### config.mk
export PLATFORM = sky130hd
export DESIGN_NAME = mips_cpu_mult_div
export DESIGN_NICKNAME = d
export VERILOG_FILES = /design/src/rtl/mips_cpu_mult_div.sv
export SDC_FILE = /design/constraint.sdc
export NUM_CORES = 1
export LEC_CHECK = 0
export BUFFER_PORTS_ARGS = -buffer_cell sky130_fd_sc_hd__buf_2
export CAP_MARGIN = 20
export CORE_MARGIN = 4
export CORE_UTILIZATION = 47
export CTS_BUF_LIST = sky130_fd_sc_hd__clkbuf_8
export CTS_CLUSTER_SIZE = 30
export DETAILED_ROUTE_END_ITERATION = 10
export MAX_ROUTING_LAYER = met4
export PLACE_DENSITY = 0.78
export SETUP_SLACK_MARGIN = 0.15
export SYNTH_ARGS = -nofsm -noshare
export SYNTH_HDL_FRONTEND = slang
export SYNTH_SLANG_ARGS = --single-unit
### constraint.sdc
create_clock -name clk -period 3.76 [get_ports clk]
set_input_delay 0.376 -clock clk [delete_from_list [all_inputs] [get_ports clk]]
set_output_delay 0.376 -clock clk [all_outputs]
set_load 0.05 [all_outputs]
### src/rtl/mips_cpu_mult_div.sv
// mips_cpu_mult_div: HI/LO unit for MULT/MULTU/DIV/DIVU/MTHI/MTLO.
// Iterative shift-add multiply and restoring divide run over DATA_WIDTH
// cycles on a 2*DATA_WIDTH accumulator, followed by one sign-fix cycle.
// Optional build macro MIPS_CPU_FAST_MULT_EN: mult/multu use a combinational
// product and complete in a single cycle; divide is unaffected.
module mips_cpu_mult_div #(
  parameter int DATA_WIDTH = 32
) (
  input  logic                  clk,
  input  logic                  reset,
  input  logic                  start,
  input  logic [5:0]            funct,
  input  logic [DATA_WIDTH-1:0] rs_content,
  input  logic [DATA_WIDTH-1:0] rt_content,
  output logic                  busy,
  output logic                  done,
  output logic [DATA_WIDTH-1:0] hi,
  output logic [DATA_WIDTH-1:0] lo
);
  localparam int W  = DATA_WIDTH;
  localparam int CW = $clog2(W);
  localparam logic [CW-1:0] LAST_STEP = CW'(W - 1);

  localparam logic [5:0] F_MTHI  = 6'h11;
  localparam logic [5:0] F_MTLO  = 6'h13;
  localparam logic [5:0] F_MULT  = 6'h18;
  localparam logic [5:0] F_MULTU = 6'h19;
  localparam logic [5:0] F_DIV   = 6'h1A;
  localparam logic [5:0] F_DIVU  = 6'h1B;

  typedef enum logic [1:0] {S_IDLE, S_RUN, S_FIX} state_t;

  state_t            state_q, state_d;
  logic [CW-1:0]     cnt_q, cnt_d;
  logic [2*W-1:0]    acc_q, acc_d;
  logic [W-1:0]      opb_q, opb_d;
  logic              is_div_q, is_div_d;
  logic              neg_lo_q, neg_lo_d;
  logic              neg_hi_q, neg_hi_d;
  logic              dz_q, dz_d;
  logic [W-1:0]      hi_q, hi_d;
  logic [W-1:0]      lo_q, lo_d;
  logic              done_q, done_d;

  logic              is_signed, a_neg, b_neg;
  logic [W-1:0]      a_mag, b_mag;
  logic [2*W-1:0]    prod_fix;

  function automatic logic [W-1:0] cond_neg_w(input logic [W-1:0] x, input logic n);
    return n ? (~x + 1'b1) : x;
  endfunction

  function automatic logic [2*W-1:0] cond_neg_2w(input logic [2*W-1:0] x, input logic n);
    return n ? (~x + 1'b1) : x;
  endfunction

  // One shift-add step: add multiplicand to the upper half when the LSB is set, then shift right.
  function automatic logic [2*W-1:0] mul_step(input logic [2*W-1:0] acc, input logic [W-1:0] b);
    logic [W:0] sum;
    sum = {1'b0, acc[2*W-1:W]} + (acc[0] ? {1'b0, b} : {(W+1){1'b0}});
    return {sum, acc[W-1:1]};
  endfunction

  // One restoring step: shift left, subtract divisor if it fits, record the quotient bit.
  // With a zero divisor this degenerates to a pure shift, leaving the dividend in the upper half.
  function automatic logic [2*W-1:0] div_step(input logic [2*W-1:0] acc, input logic [W-1:0] b);
    logic [W:0]   rem_ext;
    logic         ge;
    logic [W-1:0] next_hi;
    rem_ext = acc[2*W-1:W-1];
    ge      = (rem_ext >= {1'b0, b});
    next_hi = ge ? (rem_ext[W-1:0] - b) : rem_ext[W-1:0];
    return {next_hi, acc[W-2:0], ge};
  endfunction

`ifdef MIPS_CPU_FAST_MULT_EN
  function automatic logic [2*W-1:0] fast_prod(input logic [W-1:0] a, input logic [W-1:0] b,
                                               input logic sgn);
    logic [2*W-1:0] ax, bx;
    ax = sgn ? {{W{a[W-1]}}, a} : {{W{1'b0}}, a};
    bx = sgn ? {{W{b[W-1]}}, b} : {{W{1'b0}}, b};
    return ax * bx;
  endfunction
`endif

  // Next-state, datapath step and result write-back.
  always_comb begin
    state_d  = state_q;
    cnt_d    = cnt_q;
    acc_d    = acc_q;
    opb_d    = opb_q;
    is_div_d = is_div_q;
    neg_lo_d = neg_lo_q;
    neg_hi_d = neg_hi_q;
    dz_d     = dz_q;
    hi_d     = hi_q;
    lo_d     = lo_q;
    done_d   = 1'b0;

    is_signed = (funct == F_MULT) || (funct == F_DIV);
    a_neg     = is_signed & rs_content[W-1];
    b_neg     = is_signed & rt_content[W-1];
    a_mag     = cond_neg_w(rs_content, a_neg);
    b_mag     = cond_neg_w(rt_content, b_neg);
    prod_fix  = cond_neg_2w(acc_q, neg_lo_q);

    case (state_q)
      S_IDLE: begin
        if (start) begin
          case (funct)
            F_MULT, F_MULTU: begin
`ifdef MIPS_CPU_FAST_MULT_EN
              {hi_d, lo_d} = fast_prod(rs_content, rt_content, is_signed);
              done_d       = 1'b1;
`else
              state_d  = S_RUN;
              cnt_d    = '0;
              acc_d    = {{W{1'b0}}, a_mag};
              opb_d    = b_mag;
              is_div_d = 1'b0;
              neg_lo_d = a_neg ^ b_neg;
              neg_hi_d = 1'b0;
              dz_d     = 1'b0;
`endif
            end
            F_DIV, F_DIVU: begin
              state_d  = S_RUN;
              cnt_d    = '0;
              acc_d    = {{W{1'b0}}, a_mag};
              opb_d    = b_mag;
              is_div_d = 1'b1;
              neg_lo_d = a_neg ^ b_neg;
              neg_hi_d = a_neg;
              dz_d     = (rt_content == '0);
            end
            F_MTHI: begin
              hi_d   = rs_content;
              done_d = 1'b1;
            end
            F_MTLO: begin
              lo_d   = rs_content;
              done_d = 1'b1;
            end
            default: ;
          endcase
        end
      end
      S_RUN: begin
        acc_d = is_div_q ? div_step(acc_q, opb_q) : mul_step(acc_q, opb_q);
        cnt_d = cnt_q + 1'b1;
        if (cnt_q == LAST_STEP) state_d = S_FIX;
      end
      S_FIX: begin
        state_d = S_IDLE;
        done_d  = 1'b1;
        if (is_div_q) begin
          hi_d = cond_neg_w(acc_q[2*W-1:W], neg_hi_q);
          lo_d = dz_q ? {W{1'b1}} : cond_neg_w(acc_q[W-1:0], neg_lo_q);
        end else begin
          {hi_d, lo_d} = prod_fix;
        end
      end
      default: state_d = S_IDLE;
    endcase
  end

  // Control and architectural HI/LO registers, cleared by reset.
  always_ff @(posedge clk) begin
    if (reset) begin
      state_q <= S_IDLE;
      cnt_q   <= '0;
      done_q  <= 1'b0;
      hi_q    <= '0;
      lo_q    <= '0;
    end else begin
      state_q <= state_d;
      cnt_q   <= cnt_d;
      done_q  <= done_d;
      hi_q    <= hi_d;
      lo_q    <= lo_d;
    end
  end

  // Operand and accumulator datapath; only meaningful while RUN/FIX.
  always_ff @(posedge clk) begin
    acc_q    <= acc_d;
    opb_q    <= opb_d;
    is_div_q <= is_div_d;
    neg_lo_q <= neg_lo_d;
    neg_hi_q <= neg_hi_d;
    dz_q     <= dz_d;
  end

  assign busy = (state_q != S_IDLE);
  assign done = done_q;
  assign hi   = hi_q;
  assign lo   = lo_q;
endmodule

### Word level (Yosys, flattened, before mapping)

Cells that the tools add are included.

| storage, ports and cells | value |
|---|---|
| register bits | 172 |
| input bits | 73 |
| output and inout port bits | 66 |
| logic and storage cells | 92 |

| cells by class | value |
|---|---|
| add/sub/neg operators | 8 |
| order comparisons | 1 |
| equal/unequal tests | 14 |
| muxes and demuxes | 33 |
| bitwise operators | 8 |
| reduce and logical (&&, ||, !) cells | 17 |

Operators with widths:

| kind | number |
|---|---|
| two-way mux 32 bit | 13 |
| two-way mux 64 bit | 4 |
| adder 32 x 1 -> 32 bit, second input constant | 4 |
| inverter 32 bit | 4 |
| case mux 32 bit (2 select lines) | 2 |
| case mux 64 bit (2 select lines) | 1 |
| adder 64 x 1 -> 64 bit, second input constant | 1 |
| inverter 64 bit | 1 |
| == test 6 x 5 -> 1 bit, second input constant | 6 |
| adder 32 x 32 -> 33 bit | 1 |
| greater-or-equal comparator 33 x 32 -> 1 bit | 1 |
| logical NOT 32 bit | 1 |
| subtractor 32 bit | 1 |
| AND reduction 3 bit | 6 |
| two-way mux 5 bit | 2 |
| case mux 5 bit (2 select lines) | 1 |
| case mux 1 bit (2 select lines) | 4 |
| nonzero test 2 bit | 4 |
| two-way mux 2 bit | 3 |
| != test 2 bit, second input constant | 3 |
| OR reduction 2 bit | 3 |
| adder 5 x 1 -> 5 bit, second input constant | 1 |
| == test 5 bit, second input constant | 1 |
| != test 2 x 1 -> 1 bit, second input constant | 2 |
| 9 further kinds | 11 |

### Logic depth before layout (Yosys ltp)

| logic depth | value |
|---|---|
| word-level depth | 7 |
| mapped depth | 14 |
| mapped depth without buffers | 12 |

### Least setup slack after synthesis

OpenSTA, ideal clock, no wires.

| timing path | value |
|---|---|
| path type | register to register |
| from | register acc_q[0] |
| to | register acc_q[61] (data pin) |
| setup time | 0.265 ns |
| arrival | 3.027 ns |
| data required time | 3.495 ns |
| slack | 0.468 ns |
| cell stages (with the launch flop) | 14 |
| path buffers | 1 |
| clock period less this slack | 3.292 ns |
| cell sequence | edfxtp_1 clkinv_1 clkbuf_1 nor2_1 fa_1 a21o_1 a31oi_1 nor3_1 o21ai_0 a21oi_1 o41a_1 a221oi_1 or4_1 o211ai_1 |

| on the way | value |
|---|---|
| cells in the longest elaborated chain, start to end | 4 |

Ends and longest elaborated chain:

| what | line | source |
|---|---|---|
| start, declared | 35 | `logic [2*W-1:0] acc_q, acc_d;` |
| start signal, assigned | 186 | `acc_q <= acc_d;` |
| two-way mux 32 bit | 60 | `sum = {1'b0, acc[2*W-1:W]} + (acc[0] ? {1'b0, b} : {(W+1){1'b0}});` |
| adder 32 x 32 -> 33 bit | 60 |  |
| two-way mux 64 bit | 149 | `acc_d = is_div_q ? div_step(acc_q, opb_q) : mul_step(acc_q, opb_q);` |
| case mux 64 bit (2 select lines) | 107 | `case (state_q)` |

Every way passes these cells.
A chain may end at the register's enable or synchronous reset.

### Worst setup path in the final report

| timing path | value |
|---|---|
| from | register acc_q[0] |
| to | register acc_q[55] (data pin) |

The elaborated chain is that of the path after synthesis.

==> flow_summary.ini <==
[yosys]
synthFlopType = edfxtp_1
synth_cell_types = 80
yosysWarningCount = 0
synthesis.area_sq_um = 14100
synth_edf_count = 100
yosys-top-cells-area = edfxtp_1, dfxtp_1, mux2i_1
syn_inst = 1649
synth-async-reset-ratio_pct = 0
syn_avg_cell_area_sq_um = 8.57
synth-seq-area-share_pct = 31.5
synth_nets = 1794
synth.largest_area_cell = edfxtp_1
ys_seq_elements = 172
yosysTopAreaCellShare_pct = 21.3

[drt]
wl_met3_um = 4120
highest_layer = met4
drt_iter0_markers = 1164
vias = 13800
dr.pass1.iters = 6
wl_um = 45100
drc = 0
vias_per_cell = 6.28
wl_per_cell_um = 20.6
met1_length_um = 18700
wl_met2_um = 20800
ant_nets = 0

[floorplanning]
dieWidth_um = 181
dieHeight_um = 181
coreArea_sq_um = 29600
placementRows = 63
start_util_pct = 47.7
die-area_sq_um = 32900
io_pins = 139

[timing]
grt_setup_unrepaired = false
min_period_over_period_pct = 92.5
slew_headroom_pct = 25.6
tightest_slew_ps = 1110
slew_viol_final = 0
setup_viol = 0
clock_skew_ps = 20.2
clock.fmax_ghz = 0.287
finalCriticalPeriod_ps = 3480
finalSetupTns_ps = 0
final_hold_viol_count = 0

[worst_setup_path]
path_class = reg2reg
cp_max_fo = 3
slowest_delay_ps = 400
crit_start = acc_q[0]
path_cells = buf_4 > and2_1 > ha_1 > fa_2 > a21o_1 > a31oi_2 > nor3_1 > o21ai_0 > buf_4 > nand2_1 > a221oi_2 > buf_4 > o21ai_0 > xnor2_1 > a221oi_1
critPathCaptureType = register
r2r_slack_ps = 280
startpoint_type = register
cp.arrival_ps = 3790
worst_path_most_repeated_cell = buf_4
reg2reg_from = acc_q[0]
cp.required_ps = 4070
cp_slowest_cell = edfxtp_1

[global_routing]
grt_max_degree = 65
antenna_found_initial = 0
grt_use_total_pct = 27.2
overflow = 0
grt_pass1_wl_um = 70900
grt_pass1_vias = 13200

[clock_tree]
cts_hold_buf = 0
cts.sinks = 172
clk_pin_slew_ps = 120
clockRootBuffer = clkbuf_8
clockBufferDepth = 2
cts_made_buffers = 17
htreeDepth = 4
cts_tree = done
clkLatencyLatePin_ps = 490

[placement]
place_area_sq_um = 15500
dp_hpwl_um = 34300
gp_congestion = 1.00
portBuffers = 138

[final_layout]
diodes = 0
drive_gt1_share_pct = 16.7
fillers = 2721
fin_nets = 1932
area_delta_synth_final_pct = 13.5
fin_area_sq_um = 16000

[power_and_ir_drop]
powerDensity_nw_per_um2 = 250
ir_worst_vdd_mv = 0.229
cellLeakagePower_nw = 6.65
finalPower_mw = 4.01

[run]
max_cap_viol_count = 0

[status]
status = finished clean

[min_path]
worstHoldStart = rt_content[0]
hold_path_class = in2reg
## flip-flops by register name, summed over array words and instances, names as in the netlist
name,flops
is_div_q,1
done,1
dz_q,1
neg_lo_q,1
cnt_q,5
opb_q,32
hi,32
state_q,2
neg_hi_q,1
lo,32
acc_q,64
## logic make-up (layout without fill, tap and decap cells)
family / Yosys count / in the layout / share of synthesized area [%]
AOI/OAI and AO/OA: 473 / 473 / 22.6
xor gates and xnor gates: 165 / 165 / 10.2
adders and majority gates: 72 / 72 / 6.48
buffers and inverters: 148 / 299 / 4.07
DFF: 172 / 172 / 31.5
muxes: 99 / 99 / 7.08
and+or+nand+nor: 520 / 520 / 18.1
## Yosys cell counts (all sizes together), types with 6 or more instances
master	instances
xnor2	83
nand3	32
nor2b	13
mux2	7
o211ai	10
a311oi	7
or4	15
buf	19
nor3b	6
ha	70
o31ai	25
nor4	16
a221oi	43
nand2	125
o21ai	87
nand2b	15
or2	14
or3	19
dfxtp	72
o41ai	14
o21a	8
a22oi	7
a211oi	48
a21o	46
nand4	15
and3	18
nor2	174
a21oi	117
edfxtp	100
clkbuf	71
and2	11
xor2	82
nor3	32
a31oi	17
inv	57
mux2i	92
## power by group
group | total [mW] | internal [mW] | leakage (nW) | switching (mW)
logic | 0.517 | 0.199 | 4.93 | 0.318
clock network | 1.45 | 0.532 | 0.215 | 0.921
registers | 2.04 | 2.02 | 1.50 | 0.0263
## critical path: cells and delay by family, from the launching register on
kind,cells,cell delay (ps)
AO/OA/AOI/OAI,6,1300
buffers and inverters,3,480
XOR/XNOR,1,190
AND/OR/NAND/NOR,3,350
flip-flops,1,400
adder cells (fa/ha/maj),2,580
## worst paths after layout
kind / to / depth (start not counted)
max reg2reg: acc_q[55] / 15
min reg2reg: cnt_q[4] / 2
min: opb_q[0] / 1
max: acc_q[55] / 15
## stage by stage
step	utilization (%)	std cells	hold WS, ps	setup slack (ps)
detailed placement	52.4	2156	513	172
global route	54.1	2190	156	134
CTS	53.9	2188	147	213
finish	54.1	2190	171	281
floorplan	-	1649	474	468
global placement	52.4	2156	498	244
## placed cells by master, fill, tap and decap left out, drive strengths merged, types with 7 or more instances in the layout
master / n
a211oi: 48
a21o: 46
a21oi: 117
a221oi: 43
a22oi: 7
a311oi: 7
a31oi: 17
and2: 11
and3: 18
buf: 209
clkbuf: 17
dfxtp: 72
edfxtp: 100
ha: 70
inv: 67
mux2: 7
mux2i: 92
nand2: 125
nand2b: 15
nand3: 32
nand4: 15
nor2: 174
nor2b: 13
nor3: 32
nor4: 16
o211ai: 10
o21a: 8
o21ai: 87
o31ai: 25
o41ai: 14
or2: 14
or3: 19
or4: 15
xnor2: 83
xor2: 82
## layer usage
| metal | vias to the layer above | global-route usage, % |
|---|---|---|
| li1 | 6416 | - |
| met1 | 6485 | 35.5 |
| met2 | 757 | 43.8 |
| met3 | 104 | 3.34 |
| met4 | 0 | 9.37 |
| met5 | - | - |
## final cells by class
class / count / area, sq um / area share (%)
multi-input cells: 1329 / 9190 / 57.3
clock buffers: 17 / 234 / 1.46
flip-flops and latches: 172 / 4440 / 27.7
well taps: 390 / 488 / 3.04
inverters: 58 / 219 / 1.37
repair buffers: 209 / 1260 / 7.89
clock inverters: 15 / 199 / 1.24
## repair_timing
item / in CTS / in global routing
buffers inserted: 0 / 1
setup endpoints to repair: 1 / 11
cloned: 0 / 0
gates resized for setup: 2 / 10
pin swaps: 0 / 5
Power figures use the tool's default switching activity.
